## config.mk

```make
export PLATFORM = sky130hd
export DESIGN_NAME = uart_rx_ctrl
export DESIGN_NICKNAME = d
export VERILOG_FILES = /design/src/rtl/uart_rx_ctrl_pkg.sv /design/src/rtl/uart_rx_sampler.sv /design/src/rtl/uart_rx_ctrl.sv
export SDC_FILE = /design/constraint.sdc
export NUM_CORES = 1
export LEC_CHECK = 0
export CAP_MARGIN = 0
export CORE_UTILIZATION = 55
export CTS_BUF_LIST = sky130_fd_sc_hd__clkbuf_4 sky130_fd_sc_hd__clkbuf_8
export CTS_CLUSTER_DIAMETER = 150
export DETAILED_ROUTE_END_ITERATION = 6
export HOLD_SLACK_MARGIN = 0.02
export PLACE_DENSITY = 0.79
export SETUP_SLACK_MARGIN = 0.4
export SYNTH_ARGS = -nofsm -noshare
export SYNTH_HDL_FRONTEND = slang
export SYNTH_SLANG_ARGS = --single-unit
```

## constraint.sdc

```tcl
create_clock -name CLK -period 3.2 [get_ports CLK]
set_clock_uncertainty 0.15 [all_clocks]
set_input_delay 0.32 -clock CLK [delete_from_list [all_inputs] [get_ports CLK]]
set_output_delay 0.32 -clock CLK [all_outputs]
set_load 0.005 [all_outputs]
```

## src/rtl/uart_rx_ctrl_pkg.sv

```systemverilog
// Shared types and constants for the UART receive path: FSM encoding, parity
// selectors, legal oversample ratios and the majority vote used by the sampler.
package uart_rx_ctrl_pkg;

  typedef enum logic [2:0] {
    StIdle   = 3'd0,
    StStart  = 3'd1,
    StData   = 3'd2,
    StParity = 3'd3,
    StStop   = 3'd4
  } rx_state_e;

  localparam logic PAR_EVEN = 1'b0;
  localparam logic PAR_ODD  = 1'b1;

  localparam int unsigned PRESCALE_8  = 8;
  localparam int unsigned PRESCALE_16 = 16;
  localparam int unsigned PRESCALE_32 = 32;

  function automatic logic majority3(input logic [2:0] v);
    return (v[0] & v[1]) | (v[0] & v[2]) | (v[1] & v[2]);
  endfunction

endpackage

```

## src/rtl/uart_rx_sampler.sv

```systemverilog
// Mid-bit sampler: captures RX_IN on three consecutive oversample clocks around
// the bit centre and presents the majority value with a one-cycle valid strobe.
module uart_rx_sampler
  import uart_rx_ctrl_pkg::*;
#(
  parameter int unsigned PRE_W = 6
) (
  input  logic             CLK,
  input  logic             RST,
  input  logic             enable,
  input  logic             rx_in,
  input  logic [PRE_W-1:0] prescale,
  input  logic [PRE_W-1:0] edge_cnt,
  output logic             smp,
  output logic             smp_vld
);

  logic [PRE_W-1:0] half;
  logic [PRE_W-1:0] half_m1;
  logic [PRE_W-1:0] half_p1;
  logic [PRE_W-1:0] half_p2;
  logic [2:0]       cap_q;
  logic [2:0]       cap_d;

  assign half    = prescale >> 1;
  assign half_m1 = half - PRE_W'(1);
  assign half_p1 = half + PRE_W'(1);
  assign half_p2 = half + PRE_W'(2);

  always_comb begin
    cap_d = cap_q;
    if (!enable) begin
      cap_d = '0;
    end else begin
      if (edge_cnt == half_m1) cap_d[0] = rx_in;
      if (edge_cnt == half)    cap_d[1] = rx_in;
      if (edge_cnt == half_p1) cap_d[2] = rx_in;
    end
  end

  always_ff @(posedge CLK) begin
    if (!RST) begin
      cap_q <= '0;
    end else begin
      cap_q <= cap_d;
    end
  end

  // The third capture lands on the edge into half+2, so the vote is complete there.
  assign smp     = majority3(cap_q);
  assign smp_vld = enable && (edge_cnt == half_p2);

endmodule

```

## src/rtl/uart_rx_ctrl.sv

```systemverilog
// UART receive frame controller: start detect, LSB-first deserialisation,
// optional parity and stop-bit checks, one result pulse per frame.
module uart_rx_ctrl
  import uart_rx_ctrl_pkg::*;
#(
  parameter int unsigned DATA_WIDTH = 8,
  parameter int unsigned PRE_W      = 6,
  parameter int unsigned BIT_W      = 4
) (
  input  logic                  CLK,
  input  logic                  RST,
  input  logic                  RX_IN,
  input  logic                  PAR_EN,
  input  logic                  PAR_TYP,
  input  logic [PRE_W-1:0]      Prescale,
  input  logic [PRE_W-1:0]      edge_cnt,
  input  logic [BIT_W-1:0]      bit_cnt,
  output logic                  cnt_enable,
  output logic [DATA_WIDTH-1:0] P_DATA,
  output logic                  data_valid,
  output logic                  par_err,
  output logic                  stp_err
);

  rx_state_e             state_q, state_d;
  logic                  par_en_q, par_en_d;
  logic                  par_typ_q, par_typ_d;
  logic [PRE_W-1:0]      prescale_q, prescale_d;
  logic [DATA_WIDTH-1:0] shreg_q, shreg_d;
  logic                  par_bad_q, par_bad_d;
  logic [DATA_WIDTH-1:0] p_data_q, p_data_d;
  logic                  dv_q, dv_d;
  logic                  pe_q, pe_d;
  logic                  se_q, se_d;

  logic smp;
  logic smp_vld;
  logic end_bit;
  logic exp_par;

  assign cnt_enable = (state_q != StIdle);
  assign end_bit    = (edge_cnt == (prescale_q - PRE_W'(1)));
  assign exp_par    = (^shreg_q) ^ (par_typ_q == PAR_ODD);

  uart_rx_sampler #(
    .PRE_W (PRE_W)
  ) u_sampler (
    .CLK      (CLK),
    .RST      (RST),
    .enable   (cnt_enable),
    .rx_in    (RX_IN),
    .prescale (prescale_q),
    .edge_cnt (edge_cnt),
    .smp      (smp),
    .smp_vld  (smp_vld)
  );

  always_comb begin
    state_d    = state_q;
    par_en_d   = par_en_q;
    par_typ_d  = par_typ_q;
    prescale_d = prescale_q;
    shreg_d    = shreg_q;
    par_bad_d  = par_bad_q;
    p_data_d   = p_data_q;
    dv_d       = 1'b0;
    pe_d       = 1'b0;
    se_d       = 1'b0;

    unique case (state_q)
      StIdle: begin
        // Frame configuration is frozen from the last idle cycle onwards.
        par_en_d   = PAR_EN;
        par_typ_d  = PAR_TYP;
        prescale_d = Prescale;
        par_bad_d  = 1'b0;
        if (!RX_IN) state_d = StStart;
      end
      StStart: begin
        if (smp_vld && smp) begin
          state_d = StIdle;
        end else if (end_bit) begin
          state_d = StData;
        end
      end
      StData: begin
        if (smp_vld) shreg_d = {smp, shreg_q[DATA_WIDTH-1:1]};
        if (end_bit && (bit_cnt == BIT_W'(DATA_WIDTH))) begin
          state_d = par_en_q ? StParity : StStop;
        end
      end
      StParity: begin
        if (smp_vld) par_bad_d = (smp != exp_par);
        if (end_bit) state_d = StStop;
      end
      StStop: begin
        // Leave before the stop bit ends so a back-to-back start bit is seen.
        if (smp_vld) begin
          se_d    = !smp;
          pe_d    = par_bad_q;
          state_d = StIdle;
          if (smp && !par_bad_q) begin
            p_data_d = shreg_q;
            dv_d     = 1'b1;
          end
        end
      end
      default: state_d = StIdle;
    endcase
  end

  always_ff @(posedge CLK) begin
    if (!RST) begin
      state_q    <= StIdle;
      par_en_q   <= 1'b0;
      par_typ_q  <= 1'b0;
      prescale_q <= '0;
      shreg_q    <= '0;
      par_bad_q  <= 1'b0;
      p_data_q   <= '0;
      dv_q       <= 1'b0;
      pe_q       <= 1'b0;
      se_q       <= 1'b0;
    end else begin
      state_q    <= state_d;
      par_en_q   <= par_en_d;
      par_typ_q  <= par_typ_d;
      prescale_q <= prescale_d;
      shreg_q    <= shreg_d;
      par_bad_q  <= par_bad_d;
      p_data_q   <= p_data_d;
      dv_q       <= dv_d;
      pe_q       <= pe_d;
      se_q       <= se_d;
    end
  end

  assign P_DATA     = p_data_q;
  assign data_valid = dv_q;
  assign par_err    = pe_q;
  assign stp_err    = se_q;

endmodule

```

==> impl_results.html, run 1 <==
<table>
<tr><th>Metric</th><th>Value</th></tr>
<tr><th colspan="2">Status</th></tr>
<tr><td>Status</td><td>complete, no violations</td></tr>
<tr><th colspan="2">Synth</th></tr>
<tr><td>Mean post-synth cell area</td><td>roughly 9 sq um</td></tr>
<tr><td>Number of synthesized register bits</td><td>34</td></tr>
<tr><td>Primary flip-flop cell chosen by synthesis mapping</td><td>sky130_fd_sc_hd__dfxtp_1</td></tr>
<tr><td>Number of instances in the synthesized netlist</td><td>230</td></tr>
<tr><td>Area of the mapped netlist</td><td>2030 sq um</td></tr>
<tr><td>Synthesized net count</td><td>between 200 and 300</td></tr>
<tr><td>Cell types with the largest area share after synthesis</td><td>sky130_fd_sc_hd__dfxtp_1 (34%), sky130_fd_sc_hd__mux2i_1 (9.4%), sky130_fd_sc_hd__xnor2_1 (6.5%), sky130_fd_sc_hd__nor2b_1 (6.2%), sky130_fd_sc_hd__xor2_1 (5.6%)</td></tr>
<tr><td>EDFF count, synth</td><td>0</td></tr>
<tr><td>Fraction of post-synthesis cell area in the top cell type by area</td><td>0.335</td></tr>
<tr><td>Leading area contributor after synthesis</td><td>sky130_fd_sc_hd__dfxtp_1</td></tr>
<tr><td>Synth unique cells</td><td>43</td></tr>
<tr><td>Sequential share of the synthesized area</td><td>0.335</td></tr>
<tr><td>Yosys warns</td><td>0</td></tr>
<tr><td>Share of flip-flops with an asynchronous set or reset after synthesis</td><td>0</td></tr>
<tr><th colspan="2">Detailed routing</th></tr>
<tr><td>Count of unresolved DRC violations after routing</td><td>0</td></tr>
<tr><td>Met2 routed wirelength</td><td>approximately 1700 microns</td></tr>
<tr><td>Total Wirelength</td><td>just over 4000 microns</td></tr>
<tr><td>Routed length on met3</td><td>229 microns</td></tr>
<tr><td>Topmost layer with routed signal wires</td><td>met4</td></tr>
<tr><td>WL per Instance</td><td>around 13 microns</td></tr>
<tr><td>Initial DRT Pass Iterations</td><td>4</td></tr>
<tr><td>Vias per std cell</td><td>approximately 5.4</td></tr>
<tr><td>Routed metal-1 wirelength</td><td>roughly 2100 microns</td></tr>
<tr><td>Number of antenna-violating nets in the routed design</td><td>0</td></tr>
<tr><td>Count of routing violations after the opening detailed-route iteration</td><td>between 80 and 90</td></tr>
<tr><td>Number of vias after detailed routing</td><td>1,659</td></tr>
<tr><th colspan="2">Pwr</th></tr>
<tr><td>Total Power Consumption</td><td>approximately 1600 uW</td></tr>
<tr><td>Leak pwr</td><td>0.000925 uW</td></tr>
<tr><td>IR drop worst, VDD</td><td>~330 uV</td></tr>
<tr><td>Power per cell area</td><td>about 610 nW/um^2</td></tr>
<tr><th colspan="2">Finish</th></tr>
<tr><td>Antenna diode count</td><td>0</td></tr>
<tr><td>Number of inserted filler cells in the final layout</td><td>approximately 270</td></tr>
<tr><td>Number of nets at the end of the flow</td><td>290</td></tr>
<tr><td>Final standard cell count with taps included and fillers excluded</td><td>between 300 and 400</td></tr>
<tr><td>Multi-input logic area</td><td>1280 sq um</td></tr>
<tr><td>Area growth from synthesis to layout</td><td>24.4%</td></tr>
<tr><td>Share of post-route cells with drive strength above 1</td><td>0.0985</td></tr>
<tr><td>Register cell area after layout</td><td>slightly below 700 sq um</td></tr>
<tr><td>Final standard cell utilization of the core</td><td>0.734</td></tr>
<tr><th colspan="2">Clocking</th></tr>
<tr><td>Buffer cell driving the clock tree root</td><td>sky130_fd_sc_hd__clkbuf_8</td></tr>
<tr><td>Clock transition at the registers of the reported paths</td><td>0.07 ns</td></tr>
<tr><td>Maximum buffer depth of the clock tree</td><td>2</td></tr>
<tr><td>Hold-fix buffers, CTS</td><td>0</td></tr>
<tr><td>Later-pin clock latency in the skew report</td><td>just under 0.3 ns</td></tr>
<tr><td>Number of levels the H-tree was split into</td><td>2</td></tr>
<tr><td>Clock sinks</td><td>34</td></tr>
<tr><td>CTS tree</td><td>done</td></tr>
<tr><td>Number of buffers created by CTS</td><td>5</td></tr>
<tr><th colspan="2">GRT</th></tr>
<tr><td>Vias in the first global route</td><td>about 1.5k</td></tr>
<tr><td>Number of antenna violations at the first check in global routing</td><td>0</td></tr>
<tr><td>Grt ovf</td><td>0</td></tr>
<tr><td>Global routing usage summed across all routing layers</td><td>0.222</td></tr>
<tr><td>Maximum number of pins on one net before global-route repair</td><td>32</td></tr>
<tr><td>First-pass GRT wire length</td><td>6860 microns</td></tr>
<tr><th colspan="2">Flow run</th></tr>
<tr><td># Max-Cap Violations</td><td>0</td></tr>
<tr><th colspan="2">Die</th></tr>
<tr><td>Chip Height</td><td>around 63 microns</td></tr>
<tr><td>Core area</td><td>around 3400 sq um</td></tr>
<tr><td>Top-level port count</td><td>33</td></tr>
<tr><td>Die extent in x</td><td>62.8 microns</td></tr>
<tr><td>Initial Utilization</td><td>0.590</td></tr>
<tr><td>Core Rows</td><td>21</td></tr>
<tr><td>Die Outline Area</td><td>about 4000 sq um</td></tr>
<tr><th colspan="2">Placed design</th></tr>
<tr><td>Cell count after placement</td><td>around 300</td></tr>
<tr><td>Post-DP HPWL</td><td>just under 3000 microns</td></tr>
<tr><td>GP Congestion</td><td>between 0.9 and 1</td></tr>
<tr><td>IO Port Bufs</td><td>32</td></tr>
<tr><td>Post-Place Worst Slack</td><td>~0.14 ns</td></tr>
<tr><th colspan="2">Timing</th></tr>
<tr><td>Setup repair after global routing missed its margin</td><td>no</td></tr>
<tr><td>Count of endpoints failing setup in the final report</td><td>0</td></tr>
<tr><td>Number of hold-slack violations in the final timing report</td><td>0</td></tr>
<tr><td>Max transition margin</td><td>0.412</td></tr>
<tr><td>Part of the cycle the worst path needs</td><td>0.844</td></tr>
<tr><td>Final worst setup slack</td><td>approximately 0.50 ns</td></tr>
<tr><td>Final Max Slew Viols</td><td>0</td></tr>
<tr><td>Setup TNS</td><td>0 ns</td></tr>
<tr><td>Transition time of the tightest slew-check pin</td><td>about 0.9 ns</td></tr>
<tr><td>Final critical-path required period</td><td>about 2.7 ns</td></tr>
<tr><td>Maximum clock rate</td><td>around 370 MHz</td></tr>
<tr><th colspan="2">Setup path</th></tr>
<tr><td>Crit-path cells</td><td>ha_1, xor2_1, o32a_4, a211oi_4, nor2_1, a211o_1, or4_1, a21boi_1</td></tr>
<tr><td>Critical path type</td><td>reg -&gt; reg</td></tr>
<tr><td>Worst Setup End Kind</td><td>register</td></tr>
<tr><td>Startpoint kind of the worst setup timing path</td><td>register</td></tr>
<tr><td>Arr. time, crit path</td><td>between 2 and 3 ns</td></tr>
<tr><td>Stage delay of the slowest cell on the critical path</td><td>about 0.47 ns</td></tr>
<tr><td>Buffers &amp; Inverters on Critical Path</td><td>0</td></tr>
<tr><td>CP max stage cell</td><td>sky130_fd_sc_hd__or4_1</td></tr>
<tr><td>Crit Path Max Fanout</td><td>7</td></tr>
<tr><td>Kind of cell with the highest combined delay on the critical path</td><td>compound AO/OA/AOI/OAI gates</td></tr>
<tr><td>Data required, critical path</td><td>about 3.3 ns</td></tr>
<tr><th colspan="2">Hold path</th></tr>
<tr><td>Worst Hold Class</td><td>reg -&gt; reg</td></tr>
</table>
final cells by class:
cell class,instances,area share
multi-input combinational,175,0.506
clock buffer,7,0.0357
sequential,34,0.272
inverter,7,0.0104
timing repair buffer,40,0.152
clock inverter,1,0.00198
tap,46,0.0228
synth_stat cells, types with 2 or more instances:
cell,number
sky130_fd_sc_hd__dfxtp_1,34
sky130_fd_sc_hd__nand2_1,22
sky130_fd_sc_hd__nor2b_1,20
sky130_fd_sc_hd__mux2i_1,19
sky130_fd_sc_hd__xnor2_1,15
sky130_fd_sc_hd__nor2_1,13
sky130_fd_sc_hd__xor2_1,13
sky130_fd_sc_hd__a21boi_1,12
sky130_fd_sc_hd__buf_2,8
sky130_fd_sc_hd__inv_1,7
sky130_fd_sc_hd__ha_1,6
sky130_fd_sc_hd__clkbuf_1,5
sky130_fd_sc_hd__nand2b_1,4
sky130_fd_sc_hd__nand3_1,4
sky130_fd_sc_hd__nor3_1,4
sky130_fd_sc_hd__nor3b_1,4
sky130_fd_sc_hd__a211oi_1,3
sky130_fd_sc_hd__a21oi_1,3
sky130_fd_sc_hd__and2_1,3
sky130_fd_sc_hd__nand4_1,3
sky130_fd_sc_hd__nor4_1,3
sky130_fd_sc_hd__o21ai_1,3
sky130_fd_sc_hd__o211ai_1,2
placed cells by master (no fill, tap or decap), types with 4 or more instances in the layout:
cell,count
sky130_fd_sc_hd__nor3_1,4
sky130_fd_sc_hd__nand3_1,4
sky130_fd_sc_hd__nor3b_1,4
sky130_fd_sc_hd__clkdlybuf4s50_1,31
sky130_fd_sc_hd__a21boi_1,11
sky130_fd_sc_hd__inv_1,6
sky130_fd_sc_hd__nor2b_1,20
sky130_fd_sc_hd__nand2b_1,4
sky130_fd_sc_hd__ha_1,5
sky130_fd_sc_hd__mux2i_1,19
sky130_fd_sc_hd__clkbuf_8,6
sky130_fd_sc_hd__nand2_1,22
sky130_fd_sc_hd__buf_4,8
sky130_fd_sc_hd__nor2_1,13
sky130_fd_sc_hd__xor2_1,13
sky130_fd_sc_hd__xnor2_1,15
sky130_fd_sc_hd__dfxtp_1,31
per-stage QoR:
stage,area (sq um),hold slack [ns]
detailed placement,2390,0.307
finish,2530,0.314
CTS,2490,0.317
global route,2530,0.338
floorplan,2030,0.293
global placement,2390,0.306
cells by family (layout without fill, tap and decap cells):
family / after synthesis / count (layout) / share of synthesized area
buf+inv: 21 / 55 / 0.0474
flops: 34 / 34 / 0.335
xor+xnor: 28 / 28 / 0.121
simple gates: 87 / 87 / 0.227
compound gates: 34 / 34 / 0.134
fa+ha+maj: 7 / 7 / 0.0419
mux: 19 / 19 / 0.0937
worst paths after layout:
| path | start | endpoint | slack [ns] | depth (start not counted) |
|---|---|---|---|---|
| hold / removal | par_en_q | par_en_q | 0.31 | 2 |
| setup / recovery | prescale_q[2] | state_q[1] | 0.50 | 8 |
| hold reg to reg | par_en_q | par_en_q | 0.31 | 2 |
| setup reg to reg | prescale_q[2] | state_q[1] | 0.50 | 8 |
worst register-to-register path, delay by kind of cell (launching register included):
family | cells | cell delay [ns]
compound gates | 4 | 1.10
simple gates | 2 | 0.58
flops | 1 | 0.38
fa+ha+maj | 1 | 0.26
xor+xnor | 1 | 0.16
timing repair:
item,in CTS,in global routing
buffers inserted,0,1
setup endpoints to repair,1,4
gates resized for setup,3,7
endpoints found under the hold margin,0,0
pin swaps,0,2
power breakdown:
group          switching [uW]  internal (uW)
logic                     348            321
registers                76.9            472
clock network             153            182
state kept, by name, indices dropped and copies added (netlist names):
| name | count |
|---|---|
| P_DATA | 8 |
| shreg_q | 8 |
| prescale_q | 6 |
| state_q | 3 |
| u_sampler.cap_q | 3 |
| data_valid | 1 |
| par_bad_q | 1 |
| par_en_q | 1 |
| par_err | 1 |
| par_typ_q | 1 |
| stp_err | 1 |
per-layer routing:
metal / vias up / GRT usage
met3: 10 / 0.0547
met1: 755 / 0.306
met2: 51 / 0.322
met5: - / 0
met4: 0 / 0.105
li1: 843 / -
No activity file was read; power rests on OpenSTA's default activity.
==> run 2: changes to the inputs <==
clock period = 2.5 ns   (was 3.2 ns; I/O delays follow)
==> run 2 against run 1 <==
  * The run now ends with setup timing left
  * Cell count grew 8.7%
  * Setup slack got worse by 0.60 ns
  * Sequential share of layout area down 3.5 points
  * Total power increased by 54%
  * Die area stayed put
  * Combinational power is 75% higher
  * Via count rose by 12%
==> impl_results.html, run 2 (synthesized netlist as in run 1, its figures left out) <==
<table>
<tr><th>Metric</th><th>Value</th></tr>
<tr><th colspan="2">Status</th></tr>
<tr><td>Status</td><td>finished, violations left</td></tr>
<tr><td>Violations in the final reports</td><td>setup timing</td></tr>
<tr><th colspan="2">Die</th></tr>
<tr><td>Chip Height</td><td>62.8 microns (unchanged)</td></tr>
<tr><td>Top-level port count</td><td>33 (unchanged)</td></tr>
<tr><td>Initial Utilization</td><td>0.590 (unchanged)</td></tr>
<tr><td>Core Rows</td><td>21 (unchanged)</td></tr>
<tr><td>Die extent in x</td><td>62.8 microns (unchanged)</td></tr>
<tr><td>Die Outline Area</td><td>3940 sq um (unchanged)</td></tr>
<tr><td>Core area</td><td>3440 sq um (unchanged)</td></tr>
<tr><th colspan="2">Finish</th></tr>
<tr><td>Post-Layout Inst Area</td><td>2930 sq um (+16%)</td></tr>
<tr><td>Final standard cell utilization of the core</td><td>0.851 (+0.117)</td></tr>
<tr><td>Most used cells in the layout excluding fill and tap cells</td><td>sky130_fd_sc_hd__clkdlybuf4s50_1 (31), sky130_fd_sc_hd__dfxtp_1 (28), sky130_fd_sc_hd__buf_4 (27)</td></tr>
<tr><td>Area growth from synthesis to layout</td><td>44.2%</td></tr>
<tr><td>Share of post-route cells with drive strength above 1</td><td>0.265 (+0.166)</td></tr>
<tr><td>Number of inserted filler cells in the final layout</td><td>198 (-27%)</td></tr>
<tr><td>Antenna diode count</td><td>0 (unchanged)</td></tr>
<tr><td>Number of nets at the end of the flow</td><td>317 (+9.3%)</td></tr>
<tr><td>Commonest non-fill, non-tap cell in the layout</td><td>sky130_fd_sc_hd__clkdlybuf4s50_1</td></tr>
<tr><th colspan="2">Setup path</th></tr>
<tr><td>CP max stage cell</td><td>sky130_fd_sc_hd__or4_1</td></tr>
<tr><td>Critical path type</td><td>reg -&gt; reg</td></tr>
<tr><td>Crit Path Max Fanout</td><td>4 (-3)</td></tr>
<tr><td>Data required, critical path</td><td>2.56 ns (-0.71 ns)</td></tr>
<tr><td>Startpoint kind of the worst setup timing path</td><td>register</td></tr>
<tr><td>FF-to-FF path depth</td><td>8 (unchanged)</td></tr>
<tr><td>Worst Setup End Kind</td><td>register</td></tr>
<tr><td>Arr. time, crit path</td><td>2.65 ns (-0.12 ns)</td></tr>
<tr><td>Reg-to-reg setup timing slack</td><td>-0.09 ns (-0.60 ns)</td></tr>
<tr><td>Crit-path cells</td><td>ha_4, xor2_1, o32a_4, a211oi_4, nand2_2, o2111a_1, or4_1, a21boi_1</td></tr>
<tr><td>Kind of cell with the highest combined delay on the critical path</td><td>compound AO/OA/AOI/OAI gates</td></tr>
<tr><td>Buffers &amp; Inverters on Critical Path</td><td>0 (unchanged)</td></tr>
<tr><td>Stage delay of the slowest cell on the critical path</td><td>0.50 ns (+0.03 ns)</td></tr>
<tr><td>Total stage count of the critical path</td><td>8 (unchanged)</td></tr>
<tr><th colspan="2">Timing</th></tr>
<tr><td>Final worst setup slack</td><td>-0.0944 ns (-0.595 ns)</td></tr>
<tr><td>Maximum clock rate</td><td>385 MHz (+4.0%)</td></tr>
<tr><td>Max transition margin</td><td>0.692 (+0.280)</td></tr>
<tr><td>Setup TNS</td><td>-0.153 ns (-0.153 ns)</td></tr>
<tr><td>Final Max Slew Viols</td><td>0 (unchanged)</td></tr>
<tr><td>Number of hold-slack violations in the final timing report</td><td>0 (unchanged)</td></tr>
<tr><td>Transition time of the tightest slew-check pin</td><td>0.460 ns (-0.420 ns)</td></tr>
<tr><td>Part of the cycle the worst path needs</td><td>1.04 (+0.194)</td></tr>
<tr><td>Setup repair after global routing missed its margin</td><td>yes</td></tr>
<tr><td>Count of endpoints failing setup in the final report</td><td>2 (+2)</td></tr>
<tr><td>Final critical-path required period</td><td>2.59 ns (-0.105 ns)</td></tr>
<tr><th colspan="2">Detailed routing</th></tr>
<tr><td>Number of antenna-violating nets in the routed design</td><td>0 (unchanged)</td></tr>
<tr><td>Vias per std cell</td><td>5.51 (+3.0%)</td></tr>
<tr><td>Number of vias after detailed routing</td><td>1,857 (+12%)</td></tr>
<tr><td>WL per Instance</td><td>15.6 microns (+16%)</td></tr>
<tr><td>Initial DRT Pass Iterations</td><td>4 (unchanged)</td></tr>
<tr><td>Count of routing violations after the opening detailed-route iteration</td><td>124 (+44%)</td></tr>
<tr><td>Count of unresolved DRC violations after routing</td><td>0 (unchanged)</td></tr>
<tr><td>Total Wirelength</td><td>5250 microns (+27%)</td></tr>
<tr><th colspan="2">Pwr</th></tr>
<tr><td>IR drop worst, VDD</td><td>524 uV (+58%)</td></tr>
<tr><td>Leak pwr</td><td>0.00110 uW (+19%)</td></tr>
<tr><td>Net switching fraction of the power</td><td>0.372 (about the same)</td></tr>
<tr><td>Combinational share of power</td><td>0.488 (+0.057)</td></tr>
<tr><td>Power dissipated by switching net loads</td><td>890 uW (+54%)</td></tr>
<tr><td>Power per cell area</td><td>816 nW/um^2 (+33%)</td></tr>
<tr><td>Internal power</td><td>1500 uW (+54%)</td></tr>
<tr><td>Clock group share of total power</td><td>0.217 (about the same)</td></tr>
<tr><td>Register share of total power</td><td>0.295 (-0.058)</td></tr>
<tr><th colspan="2">Hold path</th></tr>
<tr><td>Count of cells along the worst hold path</td><td>2 (unchanged)</td></tr>
<tr><td>Worst Hold Class</td><td>reg -&gt; reg</td></tr>
<tr><th colspan="2">Placed design</th></tr>
<tr><td>IO Port Bufs</td><td>32 (unchanged)</td></tr>
<tr><td>Placed cell areas</td><td>2590 sq um (+8.3%)</td></tr>
<tr><td>Post-DP HPWL</td><td>3270 microns (+12%)</td></tr>
<tr><td>Post-Place Worst Slack</td><td>-0.270 ns (-0.413 ns)</td></tr>
<tr><td>GP Congestion</td><td>0.917 (-2.7%)</td></tr>
<tr><th colspan="2">Clocking</th></tr>
<tr><td>Maximum buffer depth of the clock tree</td><td>2 (unchanged)</td></tr>
<tr><td>Clock transition at the registers of the reported paths</td><td>0.07 ns (about the same)</td></tr>
<tr><td>Number of buffers created by CTS</td><td>5 (unchanged)</td></tr>
<tr><td>CTS tree</td><td>done</td></tr>
<tr><td>Hold-fix buffers, CTS</td><td>0 (unchanged)</td></tr>
<tr><td>Later-pin clock latency in the skew report</td><td>0.28 ns (about the same)</td></tr>
<tr><td>Number of levels the H-tree was split into</td><td>2 (unchanged)</td></tr>
<tr><td>Buffer cell driving the clock tree root</td><td>sky130_fd_sc_hd__clkbuf_8</td></tr>
<tr><td>Clock sinks</td><td>34 (unchanged)</td></tr>
<tr><th colspan="2">GRT</th></tr>
<tr><td>Maximum number of pins on one net before global-route repair</td><td>22 (-31%)</td></tr>
<tr><td>Grt ovf</td><td>0 (unchanged)</td></tr>
<tr><td>Global routing usage summed across all routing layers</td><td>0.265 (+0.0430)</td></tr>
<tr><td>First-pass GRT wire length</td><td>8090 microns (+18%)</td></tr>
<tr><td>Vias in the first global route</td><td>1,718 (+15%)</td></tr>
<tr><td>Number of antenna violations at the first check in global routing</td><td>0 (unchanged)</td></tr>
<tr><th colspan="2">Flow run</th></tr>
<tr><td># Max-Cap Violations</td><td>0 (unchanged)</td></tr>
</table>
## run 2: changes by cell type in the layout (fill, tap and decap cells not counted), moves of 3 or more
cell / before / now
sky130_fd_sc_hd__ha_4: 1 / 4
sky130_fd_sc_hd__dfxtp_1: 31 / 28
sky130_fd_sc_hd__buf_4: 8 / 27
sky130_fd_sc_hd__buf_6: 0 / 7
sky130_fd_sc_hd__ha_1: 5 / 2
## run 2: what timing repair did
action	in CTS	in global routing
buffers inserted	6	3
endpoints found under the setup margin	21	23
gates resized for setup	19	19
cloned	1	0
pin swaps	8	5
## run 2: layer usage
metal  GRT usage  part of all wire  vias to the layer above
met3      0.0547             0.064                        6
li1            -                 -                      902
met2       0.405              0.46                       68
met4      0.0872             0.012                        0
met5           0                 0                        -
met1       0.370              0.46                      881
## run 2: final timing paths
kind	from	to
max	prescale_q[2]	state_q[1]
min	par_en_q	par_en_q
max reg2reg	prescale_q[2]	state_q[1]
min reg2reg	par_en_q	par_en_q
## run 2: metrics by stage
step | hold slack [ns] | power (uW) | cells
finish | 0.348 | 2390 | 337
global route | 0.362 | 2530 | 337
CTS | 0.344 | 2230 | 334
detailed placement | 0.323 | 1660 | 319
global placement | 0.311 | 1650 | 319
floorplan | 0.225 | 1340 | 230
## run 2: area by class of cell
| type | count | area (sq um) | area share |
|---|---|---|---|
| Multi-Input combinational cell | 175 | 1410 | 0.480 |
| Tap cell | 46 | 57.6 | 0.0196 |
| Sequential cell | 34 | 693 | 0.237 |
| Timing Repair Buffer | 67 | 624 | 0.213 |
| Inverter | 7 | 33.8 | 0.0115 |
| Clock buffer | 7 | 83.8 | 0.0286 |
| Clock inverter | 1 | 30.0 | 0.0103 |
## run 2: worst reg2reg max path, delay by kind of cell, from the launching register on
family | cells | cell delay (ns)
and+or+nand+nor | 2 | 0.60
xor gates and xnor gates | 1 | 0.14
adders and majority gates | 1 | 0.18
DFF | 1 | 0.38
AOI/OAI and AO/OA | 4 | 1.07
## run 2: power groups by stage
stage	logic (uW)	clock network, uW	registers (uW)
2_1_floorplan	668	0	672
3_3_place_gp	950	0	696
3_5_place_dp	961	0	696
4_1_cts	1020	514	689
5_1_grt	1260	553	714
6_report	1170	518	705
